<file path="config.mk">
export PLATFORM = sky130hd
export DESIGN_NAME = mdu
export DESIGN_NICKNAME = d
export VERILOG_FILES = /design/src/rtl/mdu.sv
export SDC_FILE = /design/constraint.sdc
export NUM_CORES = 1
export LEC_CHECK = 0
export CORE_MARGIN = 2
export CORE_UTILIZATION = 62
export CTS_BUF_LIST = sky130_fd_sc_hd__clkbuf_4 sky130_fd_sc_hd__clkbuf_8
export DETAILED_ROUTE_END_ITERATION = 10
export PLACE_DENSITY = 0.9
export SLEW_MARGIN = 5
export SYNTH_ARGS = -nofsm -noshare
export SYNTH_HDL_FRONTEND = slang
export SYNTH_SLANG_ARGS = --single-unit
</file>
<file path="constraint.sdc">
create_clock -name clk -period 3.82 [get_ports clk]
set_input_delay 0.382 -clock clk [delete_from_list [all_inputs] [get_ports clk]]
set_output_delay 0.382 -clock clk [all_outputs]
set_load 0.05 [all_outputs]
</file>
<file path="src/rtl/mdu.sv">
// mdu: iterative RV32M/RV64M multiply/divide unit for the multi-cycle core.
//
// One operation is accepted on a start strobe. Operands are reduced to
// magnitudes, XLEN radix-2 steps run (shift-add for multiply, restoring
// shift-subtract for divide), and a final fix-up cycle restores the sign,
// selects the half/quotient/remainder and registers rd/flags. done pulses
// for one cycle; a new start is accepted in that cycle.
//
// Ports:
//   clk    in   1     clock, rising edge
//   reset  in   1     synchronous active-high reset
//   start  in   1     request, sampled only when busy = 0
//   op     in   3     funct3: MUL MULH MULHSU MULHU DIV DIVU REM REMU
//   rs1    in   XLEN  multiplicand / dividend
//   rs2    in   XLEN  multiplier / divisor
//   busy   out  1     operation in progress (CALC or FIX)
//   done   out  1     one-cycle completion pulse
//   rd     out  XLEN  result, held until the next completion
//   flags  out  4     {rd msb, rd==0, divide-by-zero, signed overflow}
module mdu #(
  parameter int XLEN = 32
) (
  input  logic            clk,
  input  logic            reset,
  input  logic            start,
  input  logic [2:0]      op,
  input  logic [XLEN-1:0] rs1,
  input  logic [XLEN-1:0] rs2,
  output logic            busy,
  output logic            done,
  output logic [XLEN-1:0] rd,
  output logic [3:0]      flags
);

  localparam int CW = $clog2(XLEN) + 1;

  localparam logic [1:0] S_IDLE = 2'd0;
  localparam logic [1:0] S_CALC = 2'd1;
  localparam logic [1:0] S_FIX  = 2'd2;
  localparam logic [1:0] S_DONE = 2'd3;

  localparam logic [2:0] OP_MULH   = 3'b001;
  localparam logic [2:0] OP_MULHSU = 3'b010;
  localparam logic [2:0] OP_DIV    = 3'b100;
  localparam logic [2:0] OP_REM    = 3'b110;

  localparam logic [CW-1:0]          LAST_STEP = CW'(XLEN - 1);
  localparam logic [XLEN-1:0]        MOST_NEG  = {1'b1, {(XLEN-1){1'b0}}};
  localparam logic signed [XLEN-1:0] S_ZERO    = '0;

  function automatic logic [XLEN-1:0] cond_neg(input logic n, input logic [XLEN-1:0] v);
    return n ? ({XLEN{1'b0}} - v) : v;
  endfunction

  function automatic logic [2*XLEN-1:0] cond_neg_wide(input logic n, input logic [2*XLEN-1:0] v);
    return n ? ({(2*XLEN){1'b0}} - v) : v;
  endfunction

  logic [1:0]        r_state;
  logic [CW-1:0]     r_cnt;
  logic [2:0]        r_op;
  logic [XLEN-1:0]   r_opnd;     // multiplicand magnitude, or divisor magnitude
  logic [2*XLEN-1:0] r_acc;      // {partial product, multiplier} or {remainder, quotient}
  logic              r_neg_q;    // product / quotient sign
  logic              r_neg_r;    // remainder sign (dividend sign)
  logic              r_divz;
  logic              r_ovf;
  logic [XLEN-1:0]   r_rd;
  logic [3:0]        r_flags;

  logic signed [XLEN-1:0] w_rs1_s;
  logic signed [XLEN-1:0] w_rs2_s;
  logic                   w_accept;
  logic                   w_a_signed;
  logic                   w_b_signed;
  logic                   w_a_neg;
  logic                   w_b_neg;
  logic                   w_divz;
  logic                   w_ovf;
  logic [XLEN-1:0]        w_mag_a;
  logic [XLEN-1:0]        w_mag_b;
  logic [XLEN:0]          w_mul_sum;
  logic [XLEN:0]          w_div_trial;
  logic [2*XLEN-1:0]      w_acc_next;
  logic [2*XLEN-1:0]      w_prod;
  logic [XLEN-1:0]        w_quo;
  logic [XLEN-1:0]        w_rem;
  logic [XLEN-1:0]        w_res;

  assign busy  = (r_state == S_CALC) || (r_state == S_FIX);
  assign done  = (r_state == S_DONE);
  assign rd    = r_rd;
  assign flags = r_flags;

  assign w_accept = start && ((r_state == S_IDLE) || (r_state == S_DONE));

  // Accept-edge decode: signedness, magnitudes, special cases
  assign w_rs1_s    = rs1;
  assign w_rs2_s    = rs2;
  assign w_a_signed = (op == OP_MULH) || (op == OP_MULHSU) || (op == OP_DIV) || (op == OP_REM);
  assign w_b_signed = (op == OP_MULH) || (op == OP_DIV) || (op == OP_REM);
  assign w_a_neg    = w_a_signed && (w_rs1_s < S_ZERO);
  assign w_b_neg    = w_b_signed && (w_rs2_s < S_ZERO);
  assign w_mag_a    = cond_neg(w_a_neg, rs1);
  assign w_mag_b    = cond_neg(w_b_neg, rs2);
  assign w_divz     = op[2] && (rs2 == '0);
  assign w_ovf      = ((op == OP_DIV) || (op == OP_REM)) && (rs1 == MOST_NEG) && (rs2 == '1);

  // CALC: one radix-2 step
  always_comb begin
    w_mul_sum   = {1'b0, r_acc[2*XLEN-1:XLEN]} + {1'b0, (r_acc[0] ? r_opnd : {XLEN{1'b0}})};
    w_div_trial = {r_acc[2*XLEN-1:XLEN], r_acc[XLEN-1]} - {1'b0, r_opnd};
    if (r_op[2]) begin
      // Borrow out means the trial subtract failed: keep the shifted remainder.
      if (w_div_trial[XLEN]) begin
        w_acc_next = {r_acc[2*XLEN-2:0], 1'b0};
      end else begin
        w_acc_next = {w_div_trial[XLEN-1:0], r_acc[XLEN-2:0], 1'b1};
      end
    end else begin
      w_acc_next = {w_mul_sum, r_acc[XLEN-1:1]};
    end
  end

  // FIX: sign restore and result select
  always_comb begin
    w_prod = cond_neg_wide(r_neg_q, r_acc);
    w_quo  = cond_neg(r_neg_q, r_acc[XLEN-1:0]);
    w_rem  = cond_neg(r_neg_r, r_acc[2*XLEN-1:XLEN]);
    case (r_op)
      3'b000:                 w_res = w_prod[XLEN-1:0];
      3'b001, 3'b010, 3'b011: w_res = w_prod[2*XLEN-1:XLEN];
      3'b100, 3'b101:         w_res = w_quo;
      default:                w_res = w_rem;
    endcase
  end

  always_ff @(posedge clk) begin
    if (reset) begin
      r_state <= S_IDLE;
      r_cnt   <= '0;
      r_rd    <= '0;
      r_flags <= '0;
    end else begin
      case (r_state)
        S_IDLE, S_DONE: begin
          if (start) begin
            r_state <= S_CALC;
            r_cnt   <= '0;
          end else begin
            r_state <= S_IDLE;
          end
        end
        S_CALC: begin
          r_cnt <= r_cnt + CW'(1);
          if (r_cnt == LAST_STEP) begin
            r_state <= S_FIX;
          end
        end
        default: begin
          r_rd    <= w_res;
          r_flags <= {w_res[XLEN-1], (w_res == '0), r_divz, r_ovf};
          r_state <= S_DONE;
        end
      endcase
    end
  end

  // Datapath registers: loaded at accept, stepped in CALC
  always_ff @(posedge clk) begin
    if (w_accept && !reset) begin
      r_op    <= op;
      r_opnd  <= op[2] ? w_mag_b : w_mag_a;
      r_acc   <= {{XLEN{1'b0}}, (op[2] ? w_mag_a : w_mag_b)};
      // With a zero divisor every trial subtract succeeds, leaving an
      // all-ones quotient magnitude and the dividend magnitude as remainder;
      // suppressing the quotient sign yields the required all-ones result.
      r_neg_q <= (w_a_neg ^ w_b_neg) && !w_divz;
      r_neg_r <= w_a_neg;
      r_divz  <= w_divz;
      r_ovf   <= w_ovf;
    end else if (r_state == S_CALC) begin
      r_acc <= w_acc_next;
    end
  end

endmodule
</file>
==> qor.yml <==
run_status: "finished with violations"
failed_checks: "DRC"
drt_iter0_drc: 2162
final.period_utilization: 0.954
antenna_left: 0
grt_pass1_vias: 14900
fp.dieW_um: 158
wl_per_cell_um: 24.3
fp.dieH_um: 158
portBuffers: 107
synth_async_sr_flop_share: 0
syn2layout_area_growth_pct: 15.3
top_ff_cell_synth: "sky130_fd_sc_hd__dfxtp_1"
final_period_minus_worst_setup_slack_ns: 3.65
detail_route.wirelength_mm: 56.4
core-area_sq_mm: 0.0234
timing.fmax_ghz: 0.274
critical_path_top_delay_cell: "sky130_fd_sc_hd__or4_4"
number_of_antenna_violations_at_the_first_check_in_global_routing: 0
nature_of_the_critical_path_startpoint: "register"
initial_core_util: 0.630
post_synth_edffs: 71
post_synth_and_or_nand_nor_area_fraction: 0.202
routed-wl-met3_mm: 6.84
end_kind: "register"
cts-htree-levels: 4
remaining_drc_errors: 1
worst_slew_margin_rel: 0.349
synth_xor_xnor_area_share: 0.0921
total_standard_cell_area_after_synthesis_sq_mm: 0.0147
cp_cell_sequence: "or4_4 > or3_4 > o41ai_4 > xnor2_1 > a221o_1 > a2111o_1 > or4_1 > or4_1 > o21ai_1"
cp_common_cell: "sky130_fd_sc_hd__or4_1"
path_buf_inv: 0
synth-compound-area-share: 0.248
wirelength_met1_mm: 21.2
routed-wl-met2_mm: 24.9
maximum_number_of_pins_on_one_net_before_global_route_repair: 78
clock_tree.root_cell: "sky130_fd_sc_hd__clkbuf_8"
synth_mux_area_frac: 0.0920
synth_cell_types: 88
worstSetupPathType: "reg2reg"
cts.hold.buffers_added: 0
r2r_cells: 9
nNetsFinal: 2131
synth_top_family_by_area: "compound AO/OA/AOI/OAI gates"
critPathMaxStageDelay_ns: 0.59
p_leak_nw: 6.70
hold_depth: 2
rows: 56
grt_setup_unrepaired: "false"
layout.cells.most_common: "sky130_fd_sc_hd__nor2_1"
worst_ep_required_time_ns: 4.25
die-area_sq_mm: 0.0250
worstPathMaxFanout: 7
vias: 16100
ys_seq_elements: 146
finalMaxSlewViolations: 0
worst_path_dominant_cell_family: "simple AND/OR/NAND/NOR gates"
tightest_slew_ns: 0.964
synth.yosys.seq_area_share: 0.246
first_pass_iteration_count_of_the_detailed_router: 9
clock_sinks: 146
gpl.final_weighted_congestion: 1.03
vias_per_cell: 6.95
hold_class: "in2reg"
vdd_drop_max_mv: 0.434
wire_length_of_the_first_global_routing_pass_mm: 84.8
timing.max_cap.violations: 0
post-dp-hpwl_mm: 43.3
numCtsBuffers: 17
mapped_cells: 1861
finalHoldViolations: 0
postSynthNetCount: 2006
pwr_density_cell_mw_per_mm2: 779
final.setup.tns_ns: 0
routed.top_layer: "met4"
clock_path_buffers: 2
fin_skew_ns: 0.0453
antenna_cells: 0
path_depth: 9
clkTransAtPathRegs_ns: 0.11
post_synthesis_mean_instance_area_sq_um: 7.92
total_power_mw: 13.2
layout.cells.most_common_list: "187 x sky130_fd_sc_hd__nor2_1, 137 x sky130_fd_sc_hd__o21ai_0, 132 x sky130_fd_sc_hd__a21oi_1"
grt_overflow: 0
report.final.setup_viol: 0
synth.yosys.warnings: 0
cts_tree: "built"
arrival_ns: 4.07
globalRouteTotalUtil: 0.447
ios: 108
clk-insertion-delay-late_ns: 0.52
synth_adder_area_share: 0.0647
share_of_post_route_cells_with_drive_strength_above_1: 0.0885
-- registers in the layout (all words and copies together), names as in the netlist --
name / flops
r_divz: 1
r_cnt: 6
r_opnd: 32
r_state: 2
r_ovf: 1
rd: 32
r_op: 3
r_neg_q: 1
r_neg_r: 1
r_acc: 64
flags: 3
-- area by class of cell --
cell class	count	area, sq um
Sequential cell	146	3630
Inverter	81	304
Multi-Input combinational cell	1522	10300
Tap cell	319	399
Clock buffer	17	234
Timing Repair Buffer	218	1940
Clock inverter	15	160
Fill cell	1890	6400
-- worst paths after layout --
check                            from                     to  slack [ns]
hold reg to reg    rd[9]$_SDFFE_PP0N_     rd[9]$_SDFFE_PP0N_        0.49
hold / removal                  op[2]   r_opnd[31]$_DFFE_PP_        0.32
setup reg to reg  r_acc[26]$_DFFE_PP_  flags[2]$_SDFFE_PP0N_        0.17
setup / recovery  r_acc[26]$_DFFE_PP_  flags[2]$_SDFFE_PP0N_        0.17
-- cell families after synthesis --
family	after synthesis
simple gates	597
compound gates	560
buf+inv	193
xor+xnor	155
flops	146
mux	135
fa+ha+maj	75
-- metrics by stage --
stage | utilization | instance area [sq um] | setup WS [ns] | cells | hold slack [ns]
detailed placement | 0.708 | 16600 | 0.0732 | 2285 | 0.472
finish | 0.726 | 17000 | 0.174 | 2318 | 0.315
global route | 0.726 | 17000 | 0.0255 | 2318 | 0.320
CTS | 0.725 | 17000 | 0.0249 | 2317 | 0.311
floorplan | - | 14700 | 0.405 | 1861 | 0.457
global placement | 0.708 | 16600 | 0.0804 | 2285 | 0.467
-- synthesized netlist by cell type (all sizes together), types with 8 or more instances --
| cell type | number | share of area |
|---|---|---|
| xor2 | 68 | 0.040 |
| a21o | 24 | 0.012 |
| nand2 | 131 | 0.033 |
| ha | 73 | 0.062 |
| or4 | 21 | 0.011 |
| buf | 18 | 0.0063 |
| a31oi | 23 | 0.0098 |
| edfxtp | 71 | 0.14 |
| nor2 | 187 | 0.048 |
| a311oi | 9 | 0.0053 |
| mux2i | 131 | 0.089 |
| or3 | 26 | 0.011 |
| o21a | 10 | 0.0051 |
| nand2b | 19 | 0.0081 |
| xnor2 | 87 | 0.052 |
| nor4 | 28 | 0.012 |
| dfxtp | 75 | 0.10 |
| or2 | 8 | 0.0034 |
| a211oi | 44 | 0.022 |
| o211ai | 16 | 0.0081 |
| nor3 | 52 | 0.018 |
| nand4 | 26 | 0.011 |
| nor2b | 10 | 0.0042 |
| o22ai | 17 | 0.0072 |
| a221oi | 9 | 0.0053 |
| a22oi | 9 | 0.0046 |
| clkbuf | 93 | 0.026 |
| nand3 | 37 | 0.013 |
| and3 | 11 | 0.0047 |
| o21ai | 140 | 0.048 |
| a21oi | 132 | 0.045 |
| o221ai | 10 | 0.0059 |
| o31ai | 27 | 0.014 |
| o21bai | 10 | 0.0051 |
| nand4b | 12 | 0.0071 |
| inv | 79 | 0.020 |
| o41ai | 20 | 0.013 |
-- what timing repair did --
| item | CTS | global route |
|---|---|---|
| buffers inserted | 0 | 1 |
| setup endpoints to repair | 0 | 15 |
| gates resized for setup | 0 | 6 |
-- power by group --
group          switching (mW)  leakage (nW)  internal [mW]
logic                    5.45          5.22           3.35
registers               0.812          1.28           2.30
clock network           0.819         0.199          0.497
-- routing by layer --
metal  global-route usage  vias to the layer above
li1                     -                     7234
met1                0.552                     7563
met2                0.695                     1087
met3                0.136                      222
met4                0.248                        0
met5                    0                        -
Note: power is estimated with default switching activity, not from simulation.
